--- src/rtl/axis_byte_packer_if.sv ---
// Byte-in / 32-bit-word-out stream bundle for axis_byte_packer.
// master = upstream source plus downstream sink; slave = the packer.
interface axis_byte_packer_if;
    logic [7:0]  input_tdata;
    logic        input_tvalid;
    logic        input_tlast;
    logic        input_tready;
    logic [31:0] output_tdata;
    logic [3:0]  output_tkeep;
    logic        output_tvalid;
    logic        output_tlast;
    logic        output_tready;

    modport master (
        output input_tdata, input_tvalid, input_tlast, output_tready,
        input  input_tready, output_tdata, output_tkeep, output_tvalid, output_tlast
    );

    modport slave (
        input  input_tdata, input_tvalid, input_tlast, output_tready,
        output input_tready, output_tdata, output_tkeep, output_tvalid, output_tlast
    );
endinterface

--- src/rtl/axis_byte_packer.sv ---
// Packs an 8-bit stream into 32-bit words with tkeep, padding short tails with PAD_VALUE.
// Optional AXIS_PACKER_STATS_EN adds packet and byte counters on transferred words.
module axis_byte_packer #(
    parameter logic [7:0] PAD_VALUE = 8'h00
) (
    input  logic               clk,
    input  logic               reset,
    axis_byte_packer_if.slave  bus
`ifdef AXIS_PACKER_STATS_EN
    ,
    output logic [15:0]        stat_pkt_count,
    output logic [31:0]        stat_byte_count
`endif
);

    logic [1:0]       lane_cnt_q, lane_cnt_d;
    logic [2:0][7:0]  acc_q, acc_d;
    logic [31:0]      tdata_q, tdata_d;
    logic [3:0]       tkeep_q, tkeep_d;
    logic             tvalid_q, tvalid_d;
    logic             tlast_q, tlast_d;

    logic             in_ready;
    logic             accept;
    logic             complete;
    logic             xfer;
    logic [31:0]      word;
    logic [3:0]       keep;

    assign in_ready = !reset && (!tvalid_q || bus.output_tready);
    assign accept   = bus.input_tvalid && in_ready;
    assign complete = accept && ((lane_cnt_q == 2'd3) || bus.input_tlast);
    assign xfer     = tvalid_q && bus.output_tready;

    // Assembled word: stored lanes below lane_cnt, the incoming byte at lane_cnt, pad above.
    always_comb begin
        word = {4{PAD_VALUE}};
        keep = 4'h0;
        for (int i = 0; i < 3; i++) begin
            if (2'(i) < lane_cnt_q) word[8*i +: 8] = acc_q[i];
        end
        word[{lane_cnt_q, 3'b000} +: 8] = bus.input_tdata;
        for (int i = 0; i < 4; i++) begin
            keep[i] = (2'(i) <= lane_cnt_q);
        end
    end

    always_comb begin
        lane_cnt_d = lane_cnt_q;
        acc_d      = acc_q;
        tdata_d    = tdata_q;
        tkeep_d    = tkeep_q;
        tvalid_d   = tvalid_q;
        tlast_d    = tlast_q;

        if (xfer) tvalid_d = 1'b0;

        if (complete) begin
            tdata_d    = word;
            tkeep_d    = keep;
            tlast_d    = bus.input_tlast;
            tvalid_d   = 1'b1;
            lane_cnt_d = 2'd0;
        end else if (accept) begin
            case (lane_cnt_q)
                2'd0:    acc_d[0] = bus.input_tdata;
                2'd1:    acc_d[1] = bus.input_tdata;
                default: acc_d[2] = bus.input_tdata;
            endcase
            lane_cnt_d = lane_cnt_q + 2'd1;
        end
    end

    always_ff @(posedge clk) begin
        if (reset) begin
            lane_cnt_q <= 2'd0;
            acc_q      <= '0;
            tdata_q    <= 32'h0;
            tkeep_q    <= 4'h0;
            tvalid_q   <= 1'b0;
            tlast_q    <= 1'b0;
        end else begin
            lane_cnt_q <= lane_cnt_d;
            acc_q      <= acc_d;
            tdata_q    <= tdata_d;
            tkeep_q    <= tkeep_d;
            tvalid_q   <= tvalid_d;
            tlast_q    <= tlast_d;
        end
    end

    assign bus.input_tready  = in_ready;
    assign bus.output_tdata  = tdata_q;
    assign bus.output_tkeep  = tkeep_q;
    assign bus.output_tvalid = tvalid_q;
    assign bus.output_tlast  = tlast_q;

`ifdef AXIS_PACKER_STATS_EN
    logic [15:0] pkt_cnt_q, pkt_cnt_d;
    logic [31:0] byte_cnt_q, byte_cnt_d;

    always_comb begin
        pkt_cnt_d  = pkt_cnt_q;
        byte_cnt_d = byte_cnt_q;
        if (xfer) begin
            pkt_cnt_d  = pkt_cnt_q + 16'(tlast_q);
            byte_cnt_d = byte_cnt_q + 32'($countones(tkeep_q));
        end
    end

    always_ff @(posedge clk) begin
        if (reset) begin
            pkt_cnt_q  <= 16'h0;
            byte_cnt_q <= 32'h0;
        end else begin
            pkt_cnt_q  <= pkt_cnt_d;
            byte_cnt_q <= byte_cnt_d;
        end
    end

    assign stat_pkt_count  = pkt_cnt_q;
    assign stat_byte_count = byte_cnt_q;
`endif

endmodule

--- src/flat_wrapper.sv ---
// flat-port wrapper written by rule: the top's interface ports become plain ports
module axis_byte_packer_flat 
#(
    parameter logic [7:0] PAD_VALUE = 8'h00
)
  (clk, reset, bus_input_tdata, bus_input_tvalid, bus_input_tlast, bus_output_tready, bus_input_tready, bus_output_tdata, bus_output_tkeep, bus_output_tvalid, bus_output_tlast);
  axis_byte_packer_if bus_i ();
  input  logic clk;
  input  logic reset;
  input wire logic [$bits(bus_i.input_tdata)-1:0] bus_input_tdata;
  input wire logic [$bits(bus_i.input_tvalid)-1:0] bus_input_tvalid;
  input wire logic [$bits(bus_i.input_tlast)-1:0] bus_input_tlast;
  input wire logic [$bits(bus_i.output_tready)-1:0] bus_output_tready;
  output wire logic [$bits(bus_i.input_tready)-1:0] bus_input_tready;
  output wire logic [$bits(bus_i.output_tdata)-1:0] bus_output_tdata;
  output wire logic [$bits(bus_i.output_tkeep)-1:0] bus_output_tkeep;
  output wire logic [$bits(bus_i.output_tvalid)-1:0] bus_output_tvalid;
  output wire logic [$bits(bus_i.output_tlast)-1:0] bus_output_tlast;
  assign bus_i.input_tdata = bus_input_tdata;
  assign bus_i.input_tvalid = bus_input_tvalid;
  assign bus_i.input_tlast = bus_input_tlast;
  assign bus_i.output_tready = bus_output_tready;
  assign bus_input_tready = bus_i.input_tready;
  assign bus_output_tdata = bus_i.output_tdata;
  assign bus_output_tkeep = bus_i.output_tkeep;
  assign bus_output_tvalid = bus_i.output_tvalid;
  assign bus_output_tlast = bus_i.output_tlast;
  axis_byte_packer #(.PAD_VALUE(PAD_VALUE)) u_core (.clk(clk), .reset(reset), .bus(bus_i));
endmodule
--- config.mk ---
export PLATFORM = sky130hd
export DESIGN_NAME = axis_byte_packer_flat
export DESIGN_NICKNAME = d
export VERILOG_FILES = /design/src/rtl/axis_byte_packer_if.sv /design/src/rtl/axis_byte_packer.sv /design/src/flat_wrapper.sv
export SDC_FILE = /design/constraint.sdc
export NUM_CORES = 1
export LEC_CHECK = 0
export ABC_CLOCK_PERIOD_IN_PS = 3100
export BUFFER_PORTS_ARGS = -buffer_cell sky130_fd_sc_hd__buf_2
export CAP_MARGIN = 25
export CORE_ASPECT_RATIO = 1.5
export CORE_MARGIN = 4
export CORE_UTILIZATION = 30
export DETAILED_ROUTE_END_ITERATION = 8
export GPL_ROUTABILITY_DRIVEN = 0
export HOLD_SLACK_MARGIN = 0.06
export PLACE_DENSITY = 0.48
export SLEW_MARGIN = 20
export SYNTH_ARGS = -nofsm -noshare
export SYNTH_HDL_FRONTEND = slang
export SYNTH_SLANG_ARGS = --single-unit
--- constraint.sdc ---
create_clock -name clk -period 3.1 [get_ports clk]
set_input_delay 0.62 -clock clk [delete_from_list [all_inputs] [get_ports clk]]
set_output_delay 0.62 -clock clk [all_outputs]
set_load 0.01 [all_outputs]
==> Yosys cells after proc, flatten, opt, wreduce, memory -nomap -nowiden <==
Index checks and enable logic that the tools add are counted.
{ "word_totals": {"regBits": 64, "latch_bits": 0, "ram_bits": 0, "romBits": 0, "out_inout_bits": 39, "elab_cells": 44, "mem_count": 0} }
{ "op_classes": {"add_sub_neg": 2, "multipliers": 0, "div": 0, "order_cmp": 7, "n_eq_ne": 2, "shifts": 2, "n_mux": 6, "bitwise_logic": 2, "n_reduce_logical": 15} }
{ "op_table": {"columns": ["op", "count"], "rows": [
  ["$bwmux 32", 1],
  ["$shift 8x7->32 const A", 1],
  ["$shiftx 8x7->32", 1],
  ["$mux 8", 3],
  ["$reduce_and 3->1", 3],
  ["$neg 5->7", 1],
  ["$le 1x2->1 const A", 2],
  ["$le 2x2->1 const A", 2],
  ["$logic_and 1x1->1", 4],
  ["$lt 1x2->1 const A", 2],
  ["$reduce_or 2->1", 2],
  ["$add 2x1->2 const B", 1],
  ["$eq 2x1->1 const B", 1],
  ["$eq 2x2->1 const B", 1],
  ["$logic_not 1->1", 2],
  ["$logic_not 2->1", 1],
  ["$logic_or 1x1->1", 2],
  ["$lt 2x2->1 const A", 1],
  ["$mux 1", 2],
  ["$not 1->1", 2],
  ["$reduce_bool 2->1", 1]
]} }

==> Logic depth before layout (Yosys ltp) <==
{ "depth": {"ltp_word": 7, "depth_mapped": 8, "depth_no_buf": 5} }

==> Worst setup path before layout <==
Ideal clock, no wire load.
{ "synth_timing": {"path_type": "flip-flop to flip-flop", "from": "reg u_core.lane_cnt_q[0]", "to": "reg u_core.tdata_q[10], in the netlist u_core.bus.output_tdata[10]", "setup_ns": 0.091, "t_arrival_ns": 2.360, "required_time_ns": 3.009, "path_slack_ns": 0.649, "stages_incl_launch_ff": 9, "path_cell_list": "dfxtp_1 buf_1 clkinv_1 ha_1 clkbuf_1 nor3b_2 buf_2 nand4_1 a311oi_1"} }
{ "synth_between": {"elab_chain_cells": 3, "elab_cells_between_ends": 9, "cone_classes": "1 x add/sub; 1 x order compare; 1 x eq/ne; 2 x shift; 2 x mux; 2 x reduce/logical"} }
{ "synth_lines": {"columns": ["item", "line", "source"], "rows": [
  ["start, declared", "axis_byte_packer.sv:16", "logic [1:0] lane_cnt_q, lane_cnt_d;"],
  ["start signal, assigned", "axis_byte_packer.sv:83", "lane_cnt_q <= lane_cnt_d;"],
  ["$neg 5->7, or another cell as far along", "axis_byte_packer.sv:42", "word[{lane_cnt_q, 3'b000} +: 8] = bus.input_tdata;"],
  ["$shiftx 8x7->32, or another cell as far along", "axis_byte_packer.sv:42", null],
  ["$bwmux 32 / $logic_and 1x1->1 (equally long branches)", "axis_byte_packer.sv:42, axis_byte_packer.sv:32", null],
  ["end signal, assigned", "axis_byte_packer.sv:85", "tdata_q <= tdata_d;"],
  ["end, declared", "axis_byte_packer.sv:18", "logic [31:0] tdata_q, tdata_d;"]
]} }
Parallel ways exist; a longest one is shown, timed or not.
A chain may end at the register's enable or synchronous reset.

==> Final worst setup path <==
{ "layout_timing": {"from": "reg u_core.lane_cnt_q[0]", "to": "reg u_core.tdata_q[4], in the netlist u_core.bus.output_tdata[4]"} }
Same word-level chain as after synthesis.

==> qor.txt <==
status: finished, final reports clean
EDFF count, synth: 0
Worst Hold Class: reg -> reg
1st-iter DRT viols: 156
Inst Count DP: 446
Post-Syn Area: 2810 µm²
Final Cycle Share: 0.776
hold path depth: 2
Syn Nets: 322
pwr dens: 597 nW/µm²
# Post-CTS Setup Buffers: 0
HPWL after detailed placement: 6210 µm
Post-Route WL: 8570 µm
worst clock skew: 0.00380 ns
CP Data Arrival Time: 2.66 ns
asr flop ratio synth: 0
number of buffers created by CTS: 9
fin nets: 366
reg-to-reg endpoint: u_core.bus.output_tdata[4]
CP Cell Sequence: clkinv_1, ha_1, nor3_1, a32oi_1, o21ai_0
Unique masters post-synth: 36
initial core utilization: 0.305
gr usage total: 0.163
crit path capture type: flip-flop
largest net degree at the start of global routing: 46
Worst path max stage delay: 0.69 ns
clk_lat worst skew: 0.33 ns
register area share after synthesis: 0.456
final hold vios: 0
Peak Freq: 0.416 GHz
DR vias/cell: 5.53
H-tree lvl count: 3
Mapped Cells: 301
non-filler instance count after layout: 461
WP buf/inv: 1
reg2reg setup slack: 0.69 ns
core area: 9200 µm²
Reg2Reg Depth: 5
Power Total: 0.00208 W
IR drop worst, VDD: 0.290 mV
hold_buf cts: 0
number of max-cap violations: 0
die width: 87.0 µm
crit path from: u_core.lane_cnt_q[0]
Overflow after GRT: 0
delay-heaviest family, CP: flip-flops
Crit Path Max Fanout: 17
DRT Pass-1 Iters: 4
vias in the first global route: 2,549
TritonCTS clock tree: built
Max-Slew Margin vs Limit: 0.474
first-pass GRT wire length: 13,600 µm
CP Class: reg -> reg
row count: 43
Top FF cell, synth: dfxtp_1
Slowest cell on crit path: dfxtp_1
die span in y: 127 µm
Die Area: 11,000 µm²
leakage: 1.45 nW
warnings from Yosys: 0
crit start category: flip-flop
RSZ-0062 raised after global routing: no
via count: 2,551
Slew @ Worst Pin: 0.783 ns
R2R Path Start: u_core.lane_cnt_q[0]
Area Growth Syn to Fin: 23.8%
Ports: 52
antenna-violating nets left: 0
WP data required: 3.35 ns
CTS sink cnt: 64
# diodes: 0
initial antenna violation count: 0
clk buf depth: 2
PortBufs: 51
setup TNS: 0 ns
Syn Area/Cell: 9.33 µm²
share of layout cells above drive strength 1: 0.235
wire length per cell: 18.6 µm
minimum clock period: 2.41 ns
final setup fails: 0
Max Transition Viols Final: 0
CTS clock-pin slew for the worst setup and hold paths: 0.05 ns
number of gates resized after cts: 0
WHS Endpoint: u_core.acc_q[7]
hold path start: u_core.acc_q[7]
Yosys reg bits: 64
# DRC: 0
clk root buf: clkbuf_16
-- worst min-delay path: stages (launching register included) --
cell and delay, ns:
dfxtp_1 0.30, nand2_1 0.05, mux2i_1 0.06
-- placed cells by master (no fill, tap or decap), types with 2 or more instances in the layout --
master / netlist / routed
nor2_1: 5 / 5
a311oi_1: 16 / 16
clkbuf_16: 0 / 9
a211oi_1: 2 / 2
nand2b_1: 2 / 2
o21ai_1: 8 / 8
a32oi_1: 7 / 7
o31ai_1: 2 / 2
inv_1: 7 / 7
ha_1: 8 / 8
buf_2: 6 / 51
nand3_1: 4 / 4
o311ai_0: 15 / 15
clkbuf_8: 0 / 3
nor3_1: 3 / 3
o21ai_0: 8 / 8
nand4_2: 2 / 2
nand2_1: 38 / 38
nand4_1: 16 / 16
mux2i_1: 17 / 17
dfxtp_1: 64 / 64
clkinv_2: 0 / 2
a21oi_1: 4 / 4
o21a_1: 2 / 2
buf_4: 0 / 11
a22o_1: 8 / 8
clkinv_1: 2 / 2
nor2b_1: 4 / 4
a31oi_1: 19 / 19
-- cell usage after synthesis, types with 4 or more instances --
library cell / instances / area (µm²)
dfxtp_1: 64 / 1280
nand2_1: 38 / 143
a31oi_1: 19 / 119
clkbuf_1: 19 / 71.3
mux2i_1: 17 / 170
a311oi_1: 16 / 140
nand4_1: 16 / 100
o311ai_0: 15 / 131
a22o_1: 8 / 70.1
ha_1: 8 / 100
o21ai_0: 8 / 40.0
o21ai_1: 8 / 40.0
a32oi_1: 7 / 61.3
inv_1: 7 / 26.3
buf_2: 6 / 30.0
nor2_1: 5 / 18.8
a21oi_1: 4 / 20.0
buf_1: 4 / 15.0
nand3_1: 4 / 20.0
nor2b_1: 4 / 25.0
-- per-layer routing --
metal / global-route usage / share of wire
met1: 0.192 / 0.42
met2: 0.265 / 0.51
met3: 0.0455 / 0.048
met4: 0.0835 / 0.029
met5: 0 / 0
-- power by group --
group / internal (W) / total (W) / switching, W / leakage [nW]
combinational: 0.0000625 / 0.000177 / 0.000115 / 0.772
clock: 0.000680 / 0.00103 / 0.000354 / 0.154
sequential: 0.000848 / 0.000865 / 0.0000167 / 0.519
-- metrics by stage --
stage	util	cell area, µm²	worst slack (ns)	hold WS, ns
2_1_floorplan	-	2810	0.649	0.439
4_1_cts	0.378	3480	0.691	0.467
6_report	0.378	3480	0.694	0.461
3_5_place_dp	0.345	3170	0.701	0.455
5_1_grt	0.378	3480	0.397	0.481
3_3_place_gp	0.345	3170	0.750	0.445
-- worst max path at each step --
stage / endpoint / slack [ns] / cells past startpoint
floorplan: u_core.bus.output_tdata[10] / 0.65 / 8
global route: u_core.bus.output_tdata[22] / 0.40 / 6
detailed placement: u_core.bus.output_tdata[22] / 0.70 / 6
finish: u_core.bus.output_tdata[4] / 0.69 / 5
global placement: u_core.bus.output_tdata[20] / 0.75 / 6
CTS: u_core.bus.output_tdata[22] / 0.69 / 6
-- layout make-up --
class	instances	area, µm²
flip-flops and latches	64	1280
inverters	9	33.8
fillers	942	5720
multi-input cells	199	1380
clock buffers	12	267
repair buffers	62	338
well taps	112	140
clock inverters	3	40.0
-- flip-flops by register name (all words and copies together), names as in the netlist --
name                      count
u_core.bus.output_tlast       1
u_core.bus.output_tdata      32
u_core.bus.output_tkeep       4
u_core.acc_q                 24
u_core.bus.output_tvalid      1
u_core.lane_cnt_q             2
-- cell families after synthesis --
kind of cell    count (synthesis)  share of synthesized area
compound gates                 93                      0.243
buf+inv                        38                     0.0535
fa+ha+maj                       8                     0.0356
mux                            17                     0.0606
simple gates                   81                      0.151
flops                          64                      0.456
(Power assumes the default switching activity.)
